File: config.mk
export PLATFORM = sky130hd
export DESIGN_NAME = mips32_mem_arbiter
export DESIGN_NICKNAME = d
export VERILOG_FILES = /design/src/rtl/mips32_mem_arbiter_pkg.sv /design/src/rtl/mips32_mem_arbiter_pick.sv /design/src/rtl/mips32_mem_arbiter.sv
export SDC_FILE = /design/constraint.sdc
export NUM_CORES = 1
export LEC_CHECK = 0
export CORE_ASPECT_RATIO = 0.5
export CORE_UTILIZATION = 32
export CTS_BUF_LIST = sky130_fd_sc_hd__clkbuf_4 sky130_fd_sc_hd__clkbuf_8 sky130_fd_sc_hd__clkbuf_16
export DETAILED_ROUTE_END_ITERATION = 6
export GPL_ROUTABILITY_DRIVEN = 1
export GPL_TIMING_DRIVEN = 0
export PLACE_DENSITY_LB_ADDON = 0.2
export RECOVER_POWER = 50
export SYNTH_ARGS = -nofsm -noshare
export SYNTH_HDL_FRONTEND = slang
export SYNTH_SLANG_ARGS = --single-unit
File: constraint.sdc
create_clock -name clk1 -period 6.7 [get_ports clk1]
set_input_delay 1.34 -clock clk1 [delete_from_list [all_inputs] [get_ports clk1]]
set_output_delay 1.34 -clock clk1 [all_outputs]
set_load 0.1 [all_outputs]
File: src/rtl/mips32_mem_arbiter_pkg.sv
// Shared types for the pipe_MIPS32 unified-memory arbiter: FSM states,
// requester identifiers and the default word-address width.
package mips32_pkg;

  localparam int unsigned MIPS32_AW = 10;

  typedef enum logic [1:0] {
    ST_IDLE   = 2'd0,
    ST_ACCESS = 2'd1,
    ST_RESP   = 2'd2
  } arb_state_e;

  typedef enum logic [1:0] {
    REQ_NONE = 2'd0,
    REQ_LD   = 2'd1,
    REQ_DM   = 2'd2,
    REQ_IF   = 2'd3
  } arb_req_e;

endpackage

File: src/rtl/mips32_mem_arbiter_pick.sv
// Combinational winner select: loader > data > fetch, except that a pending
// fetch beats the data port once the data streak has saturated.
module mips32_arb_pick
  import mips32_pkg::*;
(
  input  logic     ld_req_i,
  input  logic     dm_req_i,
  input  logic     if_pend_i,
  input  logic     streak_sat_i,
  output arb_req_e winner_o
);

  always_comb begin
    winner_o = REQ_NONE;
    if (ld_req_i) begin
      winner_o = REQ_LD;
    end else if (if_pend_i && (streak_sat_i || !dm_req_i)) begin
      winner_o = REQ_IF;
    end else if (dm_req_i) begin
      winner_o = REQ_DM;
    end
  end

endmodule

File: src/rtl/mips32_mem_arbiter.sv
// Single-port memory arbiter sharing one fixed-latency memory between the
// loader, MEM-stage data and IF-stage fetch ports. Optional access statistics
// are enabled with `define MIPS32_MEM_ARB_STATS_EN.
module mips32_mem_arbiter
  import mips32_pkg::*;
#(
  parameter int unsigned AW            = MIPS32_AW,
  parameter int unsigned MEM_LAT       = 1,
  parameter int unsigned MAX_DM_STREAK = 4
) (
  input  logic          clk1,
  input  logic          rst_n,
  input  logic          ld_req,
  input  logic          ld_we,
  input  logic [AW-1:0] ld_addr,
  input  logic [31:0]   ld_wdata,
  output logic          ld_gnt,
  output logic          ld_rvalid,
  output logic [31:0]   ld_rdata,
  input  logic          dm_req,
  input  logic          dm_we,
  input  logic [AW-1:0] dm_addr,
  input  logic [31:0]   dm_wdata,
  output logic          dm_gnt,
  output logic          dm_rvalid,
  output logic [31:0]   dm_rdata,
  input  logic          if_req,
  input  logic [AW-1:0] if_addr,
  output logic          if_gnt,
  output logic          if_rvalid,
  output logic [31:0]   if_rdata,
  input  logic          halted,
  output logic          mem_en,
  output logic          mem_we,
  output logic [AW-1:0] mem_addr,
  output logic [31:0]   mem_wdata,
  input  logic [31:0]   mem_rdata,
  output logic          busy
`ifdef MIPS32_MEM_ARB_STATS_EN
  ,
  output logic [15:0]   dm_grant_cnt,
  output logic [15:0]   if_stall_cnt
`endif
);

  localparam int unsigned LW = $clog2(MEM_LAT + 1);
  localparam int unsigned SW = $clog2(MAX_DM_STREAK + 1);

  arb_state_e    state_q, state_d;
  arb_req_e      owner_q, owner_d;
  arb_req_e      winner;
  logic [AW-1:0] addr_q, addr_d;
  logic [31:0]   wdata_q, wdata_d;
  logic          we_q, we_d;
  logic [31:0]   rdata_q, rdata_d;
  logic [LW-1:0] lat_q, lat_d;
  logic [SW-1:0] streak_q, streak_d;

  logic if_pend, streak_sat, in_access, in_resp, gnt_cycle, last_access;

  assign if_pend     = if_req & ~halted;
  assign streak_sat  = (streak_q == SW'(MAX_DM_STREAK));
  assign in_access   = (state_q == ST_ACCESS);
  assign in_resp     = (state_q == ST_RESP);
  assign gnt_cycle   = in_access && (lat_q == '0);
  assign last_access = in_access && (we_q || (lat_q == LW'(MEM_LAT)));

  mips32_arb_pick u_pick (
    .ld_req_i     (ld_req),
    .dm_req_i     (dm_req),
    .if_pend_i    (if_pend),
    .streak_sat_i (streak_sat),
    .winner_o     (winner)
  );

  always_comb begin
    state_d  = state_q;
    owner_d  = owner_q;
    addr_d   = addr_q;
    wdata_d  = wdata_q;
    we_d     = we_q;
    rdata_d  = rdata_q;
    lat_d    = lat_q;
    streak_d = streak_q;
    case (state_q)
      ST_IDLE: begin
        if (winner != REQ_NONE) begin
          state_d = ST_ACCESS;
          owner_d = winner;
          lat_d   = '0;
          case (winner)
            REQ_LD: begin
              addr_d = ld_addr; wdata_d = ld_wdata; we_d = ld_we;
            end
            REQ_DM: begin
              addr_d = dm_addr; wdata_d = dm_wdata; we_d = dm_we;
            end
            default: begin
              addr_d = if_addr; wdata_d = '0; we_d = 1'b0;
            end
          endcase
        end
      end
      ST_ACCESS: begin
        // Reads hold ACCESS until the memory data is due, then capture it.
        if (last_access) begin
          state_d = ST_RESP;
          rdata_d = we_q ? '0 : mem_rdata;
        end else begin
          lat_d = lat_q + LW'(1);
        end
      end
      default: begin
        state_d = ST_IDLE;
        owner_d = REQ_NONE;
      end
    endcase
    if (gnt_cycle) begin
      if (owner_q == REQ_IF) begin
        streak_d = '0;
      end else if (owner_q == REQ_DM && !streak_sat) begin
        streak_d = streak_q + SW'(1);
      end
    end
  end

  always_ff @(posedge clk1 or negedge rst_n) begin
    if (!rst_n) begin
      state_q  <= ST_IDLE;
      owner_q  <= REQ_NONE;
      addr_q   <= '0;
      wdata_q  <= '0;
      we_q     <= 1'b0;
      rdata_q  <= '0;
      lat_q    <= '0;
      streak_q <= '0;
    end else begin
      state_q  <= state_d;
      owner_q  <= owner_d;
      addr_q   <= addr_d;
      wdata_q  <= wdata_d;
      we_q     <= we_d;
      rdata_q  <= rdata_d;
      lat_q    <= lat_d;
      streak_q <= streak_d;
    end
  end

  assign busy      = (state_q != ST_IDLE);
  assign mem_en    = gnt_cycle;
  assign mem_we    = gnt_cycle & we_q;
  assign mem_addr  = in_access ? addr_q  : '0;
  assign mem_wdata = in_access ? wdata_q : '0;

  assign ld_gnt    = gnt_cycle && (owner_q == REQ_LD);
  assign dm_gnt    = gnt_cycle && (owner_q == REQ_DM);
  assign if_gnt    = gnt_cycle && (owner_q == REQ_IF);
  assign ld_rvalid = in_resp && (owner_q == REQ_LD);
  assign dm_rvalid = in_resp && (owner_q == REQ_DM);
  assign if_rvalid = in_resp && (owner_q == REQ_IF);
  assign ld_rdata  = ld_rvalid ? rdata_q : '0;
  assign dm_rdata  = dm_rvalid ? rdata_q : '0;
  assign if_rdata  = if_rvalid ? rdata_q : '0;

`ifdef MIPS32_MEM_ARB_STATS_EN
  logic [15:0] dm_cnt_q, stall_cnt_q;
  logic        if_active;

  assign if_active = (state_q != ST_IDLE) && (owner_q == REQ_IF);

  always_ff @(posedge clk1 or negedge rst_n) begin
    if (!rst_n) begin
      dm_cnt_q    <= '0;
      stall_cnt_q <= '0;
    end else begin
      if (dm_gnt && dm_cnt_q != '1) begin
        dm_cnt_q <= dm_cnt_q + 16'd1;
      end
      if (if_pend && !if_active && stall_cnt_q != '1) begin
        stall_cnt_q <= stall_cnt_q + 16'd1;
      end
    end
  end

  assign dm_grant_cnt = dm_cnt_q;
  assign if_stall_cnt = stall_cnt_q;
`endif

endmodule

Word-level counts from Yosys, hierarchy flattened
Index checks and enable logic that the tools add are counted.
{ "totals": {"word_cells": 73, "output_inout_bits": 147, "regBits": 83, "input_bits": 134} }
{ "op_classes": {"addsub": 2, "eq_ne": 11, "bitwise": 5, "reduce_logical": 25, "n_mux": 22} }
{ "ops": {"columns": ["operator", "count"], "rows": [
  ["32-bit 2-to-1 mux", 5],
  ["32-bit case mux with 2 select lines", 1],
  ["10-bit case mux with 2 select lines", 1],
  ["2-bit 2-to-1 mux", 6],
  ["1-bit logical AND", 10],
  ["10-bit 2-to-1 mux", 1],
  ["2-bit AND reduction", 5],
  ["2-bit == test, second input constant", 4],
  ["2-bit case mux with 2 select lines", 2],
  ["2-bit nonzero test", 4],
  ["2-bit by 1-bit == test with 1-bit output, second input constant", 3],
  ["3-bit 2-to-1 mux", 2],
  ["2-bit inequality test, second input constant", 2],
  ["1-bit case mux with 2 select lines", 2],
  ["3-bit by 1-bit adder with 3-bit output, second input constant", 1],
  ["3-bit == test, second input constant", 1],
  ["1-bit inverter", 3],
  ["3-bit AND reduction", 1],
  ["1-bit bitwise AND", 2],
  ["1-bit logical NOT", 2],
  ["2-bit logical NOT", 1],
  ["1-bit logical OR", 2],
  ["1-bit 2-to-1 mux", 2],
  ["2-bit by 1-bit inequality test with 1-bit output, second input constant", 1],
  ["1-bit adder, second input constant", 1]
]} }

Depth between registers and ports, before layout
{ "depth": {"word_depth": 8, "ltp_mapped": 10, "ltp_nobuf": 8} }

By module
From an unflattened synthesis, not the netlist that was laid out.
{ "hier_totals": {"hier_cells": 562, "area_unflattened_um2": 4996.0} }
{ "modules_own_cells": {"columns": ["mod", "n_inst", "cells_each", "area_each_um2", "seq_area_each_um2"], "rows": [
  ["mips32_mem_arbiter", 1, 558, 4974.8, 2077.0],
  ["mips32_arb_pick", 1, 4, 21.3, 0.0]
]} }

Worst setup path after synthesis
No wires, ideal clock.
{ "synth_timing": {"path_kind": "flip-flop to output port", "start": "reg state_q[1]", "end": "out ld_gnt", "n_path_buf": 1, "t_arrival_ns": 3.007, "t_required_ns": 5.360, "slack_ns": 2.353, "path_stages_with_launch": 5, "path_cell_list": "dfrtp_1 > buf_2 > nor2b_1 > nand2b_1 > nor3b_1"} }
{ "synth_via": {"elab_chain_cells": 3} }
{ "synth_lines": {"columns": ["element", "line", "rtl"], "rows": [
  ["start: declaration", "mips32_mem_arbiter.sv:49", "arb_state_e state_q, state_d;"],
  ["start signal: assignment", "mips32_mem_arbiter.sv:138", "state_q <= state_d;"],
  ["2-bit by 1-bit == test with 1-bit output", "mips32_mem_arbiter.sv:63", "assign in_access = (state_q == ST_ACCESS);"],
  ["1-bit logical AND", "mips32_mem_arbiter.sv:65", "assign gnt_cycle = in_access && (lat_q == '0);"],
  ["1-bit logical AND", "mips32_mem_arbiter.sv:155", "assign ld_gnt = gnt_cycle && (owner_q == REQ_LD);"],
  ["end: declaration", "mips32_mem_arbiter.sv:17", "output logic ld_gnt,"]
]} }
No other way between the ends.

Worst setup path after layout
{ "layout_timing": {"start": "reg owner_q[0]", "end": "out if_rdata[20]"} }
{ "layout_via": {"elab_chain_cells": 3} }
{ "layout_lines": {"columns": ["element", "line", "rtl"], "rows": [
  ["start: declaration", "mips32_mem_arbiter.sv:50", "arb_req_e owner_q, owner_d;"],
  ["start signal: assignment", "mips32_mem_arbiter.sv:139", "owner_q <= owner_d;"],
  ["2-bit == test", "mips32_mem_arbiter.sv:160", "assign if_rvalid = in_resp && (owner_q == REQ_IF);"],
  ["1-bit logical AND", "mips32_mem_arbiter.sv:160", null],
  ["32-bit 2-to-1 mux", "mips32_mem_arbiter.sv:163", "assign if_rdata = if_rvalid ? rdata_q : '0;"],
  ["end: declaration", "mips32_mem_arbiter.sv:31", "output logic [31:0] if_rdata,"]
]} }
No other way between the ends.

==> flow_summary.ini <==
[synth]
synth_top_cell_by_area = dfrtp_1
syn-num-nets = 705
synthArstFlopShare_pct = 100
synthCells = 568
yosysSeqAreaShare_pct = 42.0
ys.flop_type = dfrtp_1
synth_cell_types = 35
netlist_area_um2 = 4950
ys_top_cells_by_area = dfrtp_1, and2_1, a32oi_1
synth_seq_cells = 83
synth_edf_count = 0
yosys.area.top_type_share_pct = 42.0
synth_common_cells = and2_1, dfrtp_1, inv_1, nand2_1, o21ai_0
synth_most_common_cell = and2_1
synth_area_per_cell_um2 = 8.71
yosys_warnings = 0

[finish]
nNetsFinal = 996
final_area_um2 = 8320
fillCellCount = 1403
area_growth_pct = 68.1
drive_gt1_share_pct = 4.87
diodes = 0
final_core_util_pct = 56.3

[sta]
setup_viol = 0
drv_slew = 0
clock-skew-final_ns = 0.00753
worst_pin_slew_ns = 1.26
max_freq_mhz = 224
finalCritPeriodShare_pct = 66.8
fin_crit_ns = 4.47
slew-limit-headroom_pct = 15.2
grt_setup_unrepaired = false
final.setup.tns_ns = 0
finalHoldViolations = 0

[placement]
place_hpwl_mm = 12.9
post_dp_cell_area_um2 = 8020
port_buffers = 279
place_congestion = 0.802

[routing]
wirelength_mm = 17.1
routed_via_density = 4.83
drt-pass1-iter-count = 4
dr_total_vias = 5120
drtIter0Drc = 236
drc_errors = 0
detail_route.wl_per_cell_um = 16.1
ant_nets = 0

[global_routing]
grt_pass1_wl_mm = 27.4
grt_overflow = 0
grt_pass1_vias = 5198
grt_max_degree = 67
antenna_found_initial = 0
grt_usage_pct = 21.8

[worst_hold_path]
holdPathStages = 2
hp-start = wdata_q[19]
hold_end = wdata_q[19]
min_path_type = register to register

[flow_run]
drv_cap = 0

[clock_tree]
cts_buffers = 9
cts_hold_buffers = 0
clk_latency_ns = 0.34
cts_setup_buffers = 0
cts.htree.levels = 3
postCtsResizedCells = 0
clkTransAtPathRegs_ns = 0.06
cts_root_buf = clkbuf_16
cts_tree = yes
cts.path.max_buffers = 2
cts.sinks = 83

[die]
die_area_um2 = 16000
fp.dieH_um = 89.9
rows = 31
die_w_um = 178
io_pins = 281
start_util_pct = 33.5
core_area_um2 = 14800

[critical_path]
worstPathArrival_ns = 3.13
slowest_stage = clkdlybuf4s50_1
reg2reg_depth = 8
path_cells = clkbuf_1 -> and4b_1 -> clkbuf_1 -> and2_1 -> clkdlybuf4s50_1
path_max_fanout = 10
rr_startpoint = streak_q[0]
worst-setup-path-type = register to primary output
r2r-end = addr_q[3]
path_common_cell = clkbuf_1
start_kind = register
slowest_delay_ns = 1.13
r2r_setup_slack_ns = 3.98
cp.required_ns = 5.36
cp-end-kind = primary output

[power_and_ir_drop]
ir_worst_vdd_uv = 177
p_per_area_nw_per_um2 = 392
leakage_nw = 3.29

[outcome]
status = complete, no violations
-- critical path: cells and delay by family (launching register included) --
kind / cells / cell delay (ns)
buffers and inverters: 3 / 1.83
flip-flops: 1 / 0.34
AND/OR/NAND/NOR: 2 / 0.62
-- cell type report --
type,count,area (um2),share of cell area [%]
buffer,55,250,3.01
clock buffer,11,246,2.96
clock inverter,4,75.1,0.902
inverter,36,135,1.62
multi-input combinational,394,2480,29.8
sequential,83,2080,25.0
tap,198,248,2.98
timing repair buffer,280,2810,33.8
-- worst max path at each step --
stage / startpoint / endpoint / slack (ns) / cells after the start
detailed placement: owner_q[0] / if_rdata[4] / 2.53 / 5
finish: owner_q[0] / if_rdata[20] / 2.23 / 5
CTS: owner_q[0] / if_rdata[4] / 2.17 / 5
global placement: rst_n / rdata_q[16] / 1.08 / 1
floorplan: state_q[1] / ld_gnt / 2.35 / 4
global route: owner_q[0] / if_rdata[4] / 2.06 / 5
-- layout by cell type, fill, tap and decap left out, types with 15 or more instances in the layout --
cell,instances
clkdlybuf4s50_1,274
and2_1,140
dfrtp_1,83
o21ai_0,64
clkbuf_1,40
inv_1,36
nand2_1,35
nand4b_1,33
a32oi_1,33
nor2_1,15
-- layer usage --
layer	vias up	track usage [%]	part of all wire (%)	wire length, um
li1	2526	-	-	-
met4	0	4.84	1.2	197
met5	-	0	0	0
met1	2418	27.2	44	7450
met2	159	38.1	50	8470
met3	17	5.03	5.7	966
-- where the power goes --
group	total, mW	internal, mW	switching (mW)
registers	0.859	0.724	0.135
logic	1.86	0.522	1.34
clock network	0.542	0.339	0.203
-- per-stage QoR --
step                      hold WS (ns)  setup WS, ns  power, mW  std cells
after global placement           0.458          1.08       2.72       1045
final                            0.469          2.23       3.26       1061
after floorplan                  0.447          2.35       2.21        568
after global routing             0.487          2.06       3.45       1061
after CTS                        0.481          2.17       3.30       1061
after detailed placement         0.467          2.53       2.76       1046
-- flip-flops by register name (all words and copies together) (netlist names) --
name,flops
addr_q,10
lat_q,1
owner_q,2
rdata_q,32
state_q,2
streak_q,3
wdata_q,32
we_q,1
-- cells by family after synthesis --
logic type / Yosys count / synth area share (%)
simple gates: 261 / 32.2
compound gates: 130 / 17.1
buf+inv: 91 / 7.91
flops: 83 / 42.0
fa+ha+maj: 3 / 0.758
Note: power is estimated with default switching activity, not from simulation.
